### src/rtl/xcvr_tx_width_gearbox.sv
// Wide-to-narrow TX gearbox: buffers IN_W-bit words in a FIFO and serialises them
// LSB lane first onto the transceiver lane, substituting IDLE_WORD when starved.
module xcvr_tx_width_gearbox #(
  parameter int               OUT_W     = 64,
  parameter int               RATIO     = 2,
  parameter int               DEPTH     = 16,
  parameter logic [OUT_W-1:0] IDLE_WORD = {8{8'h07}},
  parameter int               CNT_W     = 16
) (
  input  logic                       clk,
  input  logic                       reset,
  input  logic [OUT_W*RATIO-1:0]     in_data,
  input  logic                       in_valid,
  output logic                       in_ready,
  input  logic                       tx_enable,
  output logic [OUT_W-1:0]           tx_data,
  output logic                       tx_data_valid,
  output logic                       fifo_full,
  output logic                       fifo_empty,
  output logic [$clog2(DEPTH):0]     fill_level,
  output logic [CNT_W-1:0]           underflow_count,
  output logic                       underflow_sticky,
  input  logic                       clear_stats
);

  localparam int IN_W  = OUT_W * RATIO;
  localparam int AW    = $clog2(DEPTH);
  localparam int IDX_W = (RATIO > 1) ? $clog2(RATIO) : 1;
  localparam logic [IDX_W-1:0] LAST_IDX = IDX_W'(RATIO - 1);

  typedef enum logic {ST_EMPTY, ST_SHIFT} state_t;

  logic [IN_W-1:0]  mem [DEPTH];
  logic [AW-1:0]    wr_ptr_reg, rd_ptr_reg;
  logic [AW:0]      count_reg;
  logic [IN_W-1:0]  rd_word;
  logic [IN_W-1:0]  word_reg;
  logic [OUT_W-1:0] held_lane [RATIO];

  state_t           state_reg, state_next;
  logic [IDX_W-1:0] idx_reg, idx_next;
  logic [OUT_W-1:0] tx_data_reg, tx_data_next;
  logic             tx_valid_reg, tx_valid_next;
  logic             primed_reg;
  logic [CNT_W-1:0] ucnt_reg;
  logic             sticky_reg;

  logic push, pop, underflow;

  assign fifo_full        = (count_reg == (AW+1)'(DEPTH));
  assign fifo_empty       = (count_reg == '0);
  assign fill_level       = count_reg;
  assign in_ready         = !fifo_full && !reset;
  assign push             = in_valid && in_ready;
  assign rd_word          = mem[rd_ptr_reg];
  assign tx_data          = tx_data_reg;
  assign tx_data_valid    = tx_valid_reg;
  assign underflow_count  = ucnt_reg;
  assign underflow_sticky = sticky_reg;

  genvar gi;
  generate
    for (gi = 0; gi < RATIO; gi++) begin : g_lane
      assign held_lane[gi] = word_reg[gi*OUT_W +: OUT_W];
    end
  endgenerate

  always_ff @(posedge clk) begin
    if (push) mem[wr_ptr_reg] <= in_data;
  end

  always_ff @(posedge clk) begin
    if (reset) begin
      wr_ptr_reg <= '0;
      rd_ptr_reg <= '0;
      count_reg  <= '0;
    end else begin
      if (push) wr_ptr_reg <= wr_ptr_reg + AW'(1);
      if (pop)  rd_ptr_reg <= rd_ptr_reg + AW'(1);
      case ({push, pop})
        2'b10:   count_reg <= count_reg + (AW+1)'(1);
        2'b01:   count_reg <= count_reg - (AW+1)'(1);
        default: count_reg <= count_reg;
      endcase
    end
  end

  // Lane 0 of a freshly popped word goes straight out; the word is kept for the rest.
  always_ff @(posedge clk) begin
    if (pop) word_reg <= rd_word;
  end

  always_comb begin
    state_next    = state_reg;
    idx_next      = idx_reg;
    tx_data_next  = tx_data_reg;
    tx_valid_next = tx_valid_reg;
    pop           = 1'b0;
    underflow     = 1'b0;
    if (tx_enable) begin
      case (state_reg)
        ST_EMPTY: begin
          if (!fifo_empty) begin
            pop           = 1'b1;
            tx_data_next  = rd_word[OUT_W-1:0];
            tx_valid_next = 1'b1;
            if (RATIO > 1) begin
              state_next = ST_SHIFT;
              idx_next   = IDX_W'(1);
            end
          end else begin
            underflow     = 1'b1;
            tx_data_next  = IDLE_WORD;
            tx_valid_next = 1'b0;
          end
        end
        ST_SHIFT: begin
          tx_data_next  = held_lane[idx_reg];
          tx_valid_next = 1'b1;
          if (idx_reg == LAST_IDX) begin
            idx_next = '0;
            // Prefetch the next word alongside the last lane so the stream has no bubble.
            if (!fifo_empty) pop = 1'b1;
            else             state_next = ST_EMPTY;
          end else begin
            idx_next = idx_reg + IDX_W'(1);
          end
        end
        default: begin
          state_next = ST_EMPTY;
          idx_next   = '0;
        end
      endcase
    end
  end

  always_ff @(posedge clk) begin
    if (reset) begin
      state_reg    <= ST_EMPTY;
      idx_reg      <= '0;
      tx_data_reg  <= IDLE_WORD;
      tx_valid_reg <= 1'b0;
      primed_reg   <= 1'b0;
    end else begin
      state_reg    <= state_next;
      idx_reg      <= idx_next;
      tx_data_reg  <= tx_data_next;
      tx_valid_reg <= tx_valid_next;
      if (pop) primed_reg <= 1'b1;
    end
  end

  // Filler before the first real word is expected start-up behaviour, not an underflow.
  always_ff @(posedge clk) begin
    if (reset || clear_stats) begin
      ucnt_reg   <= '0;
      sticky_reg <= 1'b0;
    end else if (underflow && primed_reg) begin
      sticky_reg <= 1'b1;
      if (ucnt_reg != '1) ucnt_reg <= ucnt_reg + CNT_W'(1);
    end
  end

endmodule

### config.mk
export PLATFORM = sky130hd
export DESIGN_NAME = xcvr_tx_width_gearbox
export DESIGN_NICKNAME = d
export VERILOG_FILES = /design/src/rtl/xcvr_tx_width_gearbox.sv
export SDC_FILE = /design/constraint.sdc
export NUM_CORES = 2
export LEC_CHECK = 0
export BUFFER_PORTS_ARGS = -buffer_cell sky130_fd_sc_hd__clkbuf_2
export CAP_MARGIN = 20
export CORE_AREA = 2 2 621 314
export CTS_CLUSTER_SIZE = 10
export DETAILED_ROUTE_END_ITERATION = 16
export DIE_AREA = 0 0 623 316
export PLACE_DENSITY = 0.69
export SYNTH_ARGS = -nofsm -noshare
export SYNTH_HDL_FRONTEND = slang
export SYNTH_SLANG_ARGS = --single-unit
### constraint.sdc
create_clock -name clk -period 17 [get_ports clk]
set_clock_uncertainty 0.1 [all_clocks]
set_input_delay 2.55 -clock clk [delete_from_list [all_inputs] [get_ports clk]]
set_output_delay 2.55 -clock clk [all_outputs]
set_load 0.05 [all_outputs]
Word-level counts from Yosys, hierarchy flattened:

Memories as Yosys holds them, arrays and structs flattened. A register that Yosys moved wholly into a read port is not among the register bits.
Index checks and enable logic that the tools add are counted.

* bitwise operators: 2
* eq/ne operators: 5
* reduce and logical (&&, ||, !) cells: 10
* muxes and demuxes: 23
* order comparisons: 1
* add/subtract/negate cells: 6

Operator list (count)
* $mux 64: 4
* $pmux 64 s2: 1
* $add 16x1->16 const B: 1
* $ne 16x16->1 const B: 1
* $mux 1: 11
* $pmux 5 s2: 1
* $add 4x1->4 const B: 2
* $mux 4: 2
* $pmux 1 s2: 4
* $add 5x1->5 const B: 1
* $eq 5x5->1 const B: 1
* $logic_not 5->1: 1
* $sub 5x1->5 const B: 1
* $reduce_and 2->1: 2
* $logic_and 1x1->1: 3
* $eq 2x1->1 const B: 1
* $eq 2x2->1 const B: 1
* $ge 2x2->1 const B: 1
* $logic_not 1->1: 2
* $ne 2x2->1 const B: 1
* $not 1->2: 1
* $reduce_bool 2->1: 1
* $add 1x1->1 const B: 1
* $logic_or 1x1->1: 1
* $not 1->1: 1

* memories kept: 1
* bits in writable memories: 2048
* register bits: 226
* input bits: 133

Memory list
* mem: words 16, width 128, read ports 1, clocked after Yosys merged registers in 1, wr ports 1, line 33 `logic [IN_W-1:0] mem [DEPTH];`

Longest topological paths before layout:

* depth after elaboration: 7
* mapped depth: 12
* gate-level depth less buffers: 9

Worst setup path before layout:

Ideal clock, no wire load.

* path type: in2reg
* start point: input port reset
* end point: memory mem[3][0] in the netlist's numbering, enable pin
* stages: 4
* required time: 16128 ps
* buffers on the path: 0
* setup slack: 4334 ps
* data arrival time: 11794 ps
* cell sequence: nand2b_1 -> a21oi_2 -> nand2_1 -> nor3_1

* word-level cells in the longest chain between the ends: 5

Ends and longest elaborated chain
* from (decl): line 11 `input logic reset,`
* $logic_not 1->1: line 53 `assign in_ready = !fifo_full && !reset;`
* $logic_and 1x1->1: line 53
* $logic_and 1x1->1: line 54 `assign push = in_valid && in_ready;`
* $mux 1: line 69 `if (push) mem[wr_ptr_reg] <= in_data;`
* $mux 1 (implied by the code): line 69
* to (decl): line 33

Every way passes these cells.

Final worst setup path:

* start point: input port reset
* end point: memory mem[4][47] in the netlist's numbering, enable pin

Same word-level chain as after synthesis.

==> out/metrics.csv <==
stage,metric,value,unit
synthesis,ys_ff_latch,2278,
routing,wl_per_cell,30.8,um
synthesis,synthTopCellsByArea,"edfxtp_1, mux4_2, dfxtp_1",
clock_tree,post_cts_buffers,0,
synthesis,yosys-top-cells-count,"edfxtp_1, mux4_2, clkbuf_1, nor2_1, dfxtp_1",
setup_path,crit_fanout,49,
job,maxCapViolCount,0,
routing,drt-initial-drc-count,5572,
synthesis,synthArstFlopShare,0,%
global_routing,grt_max_degree,139,
power_and_ir_drop,p_int,0.0102,W
layout,fill_cells,14600,
timing,rsz0062_at_grt,false,
clock_tree,cts_resized,0,
synthesis,synth-simple-area-share,1.33,%
synthesis,synth_top_family_by_area,multiplexers,
synthesis,synthAdderAreaFrac,0.131,%
hold_path,min_path_cells,2,
floorplan,fp.coreArea,192000,um2
synthesis,seq_area_frac_synth,78.5,%
place,place_hpwl,115000,um
outcome,status,completed,
synthesis,synthMostInstantiatedCell,edfxtp_1,
synthesis,synth_area,85900,um2
setup_path,critPathLaunch,reset,
setup_path,crit_path_end_kind,register,
hold_path,hold_class,register to register,
timing,period_share,38.9,%
routing,routed_wl,208000,um
place,place_area,90100,um2
hold_path,worstHoldStart,primed_reg,
synthesis,ys.flop_type,edfxtp_1,
timing,slew_headroom,24.1,%
setup_path,rr_worst_depth,8,
timing,tightest_slew,1.14,ns
synthesis,syn_area_per_cell,23.4,um2
floorplan,rows,114,
setup_path,worstSetupPathType,input pin to register,
layout,drive_above_1_share,29.9,%
timing,post-route-min-period,6.61,ns
clock_tree,clk_path_buf_depth,4,
routing,drc,0,
global_routing,antenna_found_initial,32,
clock_tree,cts_buffers,269,
synthesis,yosysTopAreaCell,edfxtp_1,
timing,finalHoldViolations,0,
synthesis,synth_cell_types,57,
clock_tree,cts_tree,yes,
power_and_ir_drop,swShare,25.3,%
setup_path,crit_required,17.30,ns
routing,antenna_left,0,
power_and_ir_drop,p_sw,0.00348,W
floorplan,io_pins,223,
layout,area_growth,13.8,%
routing,vias_per_cell,6.05,
power_and_ir_drop,power_frac_seq,48.8,%
layout,layout.nets,4183,
timing,maxSlewViolCount,0,
setup_path,r2r_slack,11.63,ns
global_routing,track_usage,21.0,%
synthesis,synth_edf_count,2176,
place,numPortBuffers,222,
floorplan,die_h,316,um
layout,largest_reg_flops,2048,
timing,final-setup-viol-count,0,
clock_tree,clkSinkCount,2278,
synthesis,synth_cells,3670,
synthesis,synth-xor-area-share,0.133,%
synthesis,ys_warn_count,0,
clock_tree,cts-root-buf,clkbuf_16,
power_and_ir_drop,power.share.clock,37.2,%
floorplan,dieArea,197000,um2
global_routing,grt_pass1_wl,297000,um
floorplan,fp.dieW,623,um
synthesis,synthesis.nets,3812,
setup_path,startpoint_type,input pin,
setup_path,worstPathArrival,6.92,ns
synthesis,synthMuxAreaShare,17.0,%
clock_tree,insertion_delay,0.81,ns
synthesis,synth_compound_area_share,1.90,%
clock_tree,clk_pin_slew,0.05,ns
global_routing,grt_pass1_vias,40300,
routing,dr.pass1.iters,5,
place,gp_congestion,0.775,
routing,vias,40700,
clock_tree,holdBufCountCts,0,
global_routing,grt_overflow_total,0,
layout,fin_area,97700,um2
timing,fmax,0.151,GHz
power_and_ir_drop,p_leak,29.9,nW
timing,fin_setup_tns,0,ns
power_and_ir_drop,pwr-share-comb,14.0,%
power_and_ir_drop,ir_worst_vdd,102,uV
clock_tree,cts-htree-levels,5,
synthesis,synth_top_area_share,76.1,%
power_and_ir_drop,power_density,140,nW/um2
floorplan,initial_core_util,44.8,%
==> worst paths after layout <==
path                      end
hold reg to reg    primed_reg
setup reg to reg  tx_data[14]
hold / removal     primed_reg
setup / recovery   mem[4][47]
==> critical path, cell delays in order <==
cell	delay, ns
clkbuf_2	0.08
buf_4	0.28
nand2b_1	0.24
a21oi_2	0.45
nand2_1	0.36
nor2_4	0.53
buf_4	0.54
buf_4	0.89
buf_4	0.84
==> through the flow <==
stage / setup WS [ns] / power, W / std cells / utilization, % / hold slack (ns)
after floorplan: 4.33 / 0.00807 / 3670 / - / 0.340
after detailed placement: 9.63 / 0.00874 / 6320 / 47.0 / 0.370
after CTS: 10.45 / 0.0138 / 6723 / 50.9 / 0.382
final: 10.39 / 0.0137 / 6730 / 50.9 / 0.375
after global placement: 9.56 / 0.00871 / 6319 / 47.0 / 0.353
after global routing: 10.25 / 0.0142 / 6727 / 50.9 / 0.397
==> cells by family (layout without fill, tap and decap cells) <==
| kind of cell | count (synthesis) | after routing |
|---|---|---|
| DFF | 2278 | 2278 |
| muxes | 704 | 704 |
| and+or+nand+nor | 232 | 232 |
| AOI/OAI and AO/OA | 218 | 218 |
| buffers and inverters | 216 | 719 |
| xor gates and xnor gates | 13 | 13 |
| adders and majority gates | 9 | 9 |
| other | 0 | 5 |
==> cells in the final DEF, fill, tap and decap left out, types with 10 or more instances in the layout <==
master and instances:
edfxtp_1 2176, mux4_2 600, clkbuf_16 281, clkbuf_2 222, clkbuf_1 113, dfxtp_1 97
mux2i_1 95, nor2_1 92, buf_4 76, a21oi_1 62, nor2b_1 46, a221o_1 40
a211oi_1 35, nand2_1 27, a211o_1 19, o21ai_0 16, nor2_4 13, o221a_2 11
inv_1 10, xor2_1 10
==> layout make-up <==
class                           count  area, um2  share of cell area [%]
Clock inverter                      9        104                   0.106
Clock buffer                      394       7460                    7.63
Sequential cell                  2278      67400                    69.0
Multi-Input combinational cell   1176      17700                    18.1
Inverter                           10       37.5                  0.0384
Antenna cell                        5       12.5                  0.0128
Tap cell                         2552       3190                    3.27
Timing Repair Buffer              306       1830                    1.87
==> metal layers <==
| metal | GRT usage [%] | wire [um] | vias up |
|---|---|---|---|
| met1 | 31.6 | 87300 | 21700 |
| met5 | 0 | 120 | - |
| met3 | 5.66 | 22500 | 343 |
| li1 | - | - | 16400 |
| met4 | 4.79 | 4590 | 22 |
| met2 | 30.9 | 93100 | 2232 |
==> power groups by stage <==
stage / Combinational, W / Sequential, W / Clock (W)
2_1_floorplan: 0.00120 / 0.00688 / 0
3_3_place_gp: 0.00190 / 0.00680 / 0
3_5_place_dp: 0.00193 / 0.00680 / 0
4_1_cts: 0.00194 / 0.00670 / 0.00519
5_1_grt: 0.00204 / 0.00671 / 0.00543
6_report: 0.00192 / 0.00669 / 0.00510
(Power assumes the default switching activity.)
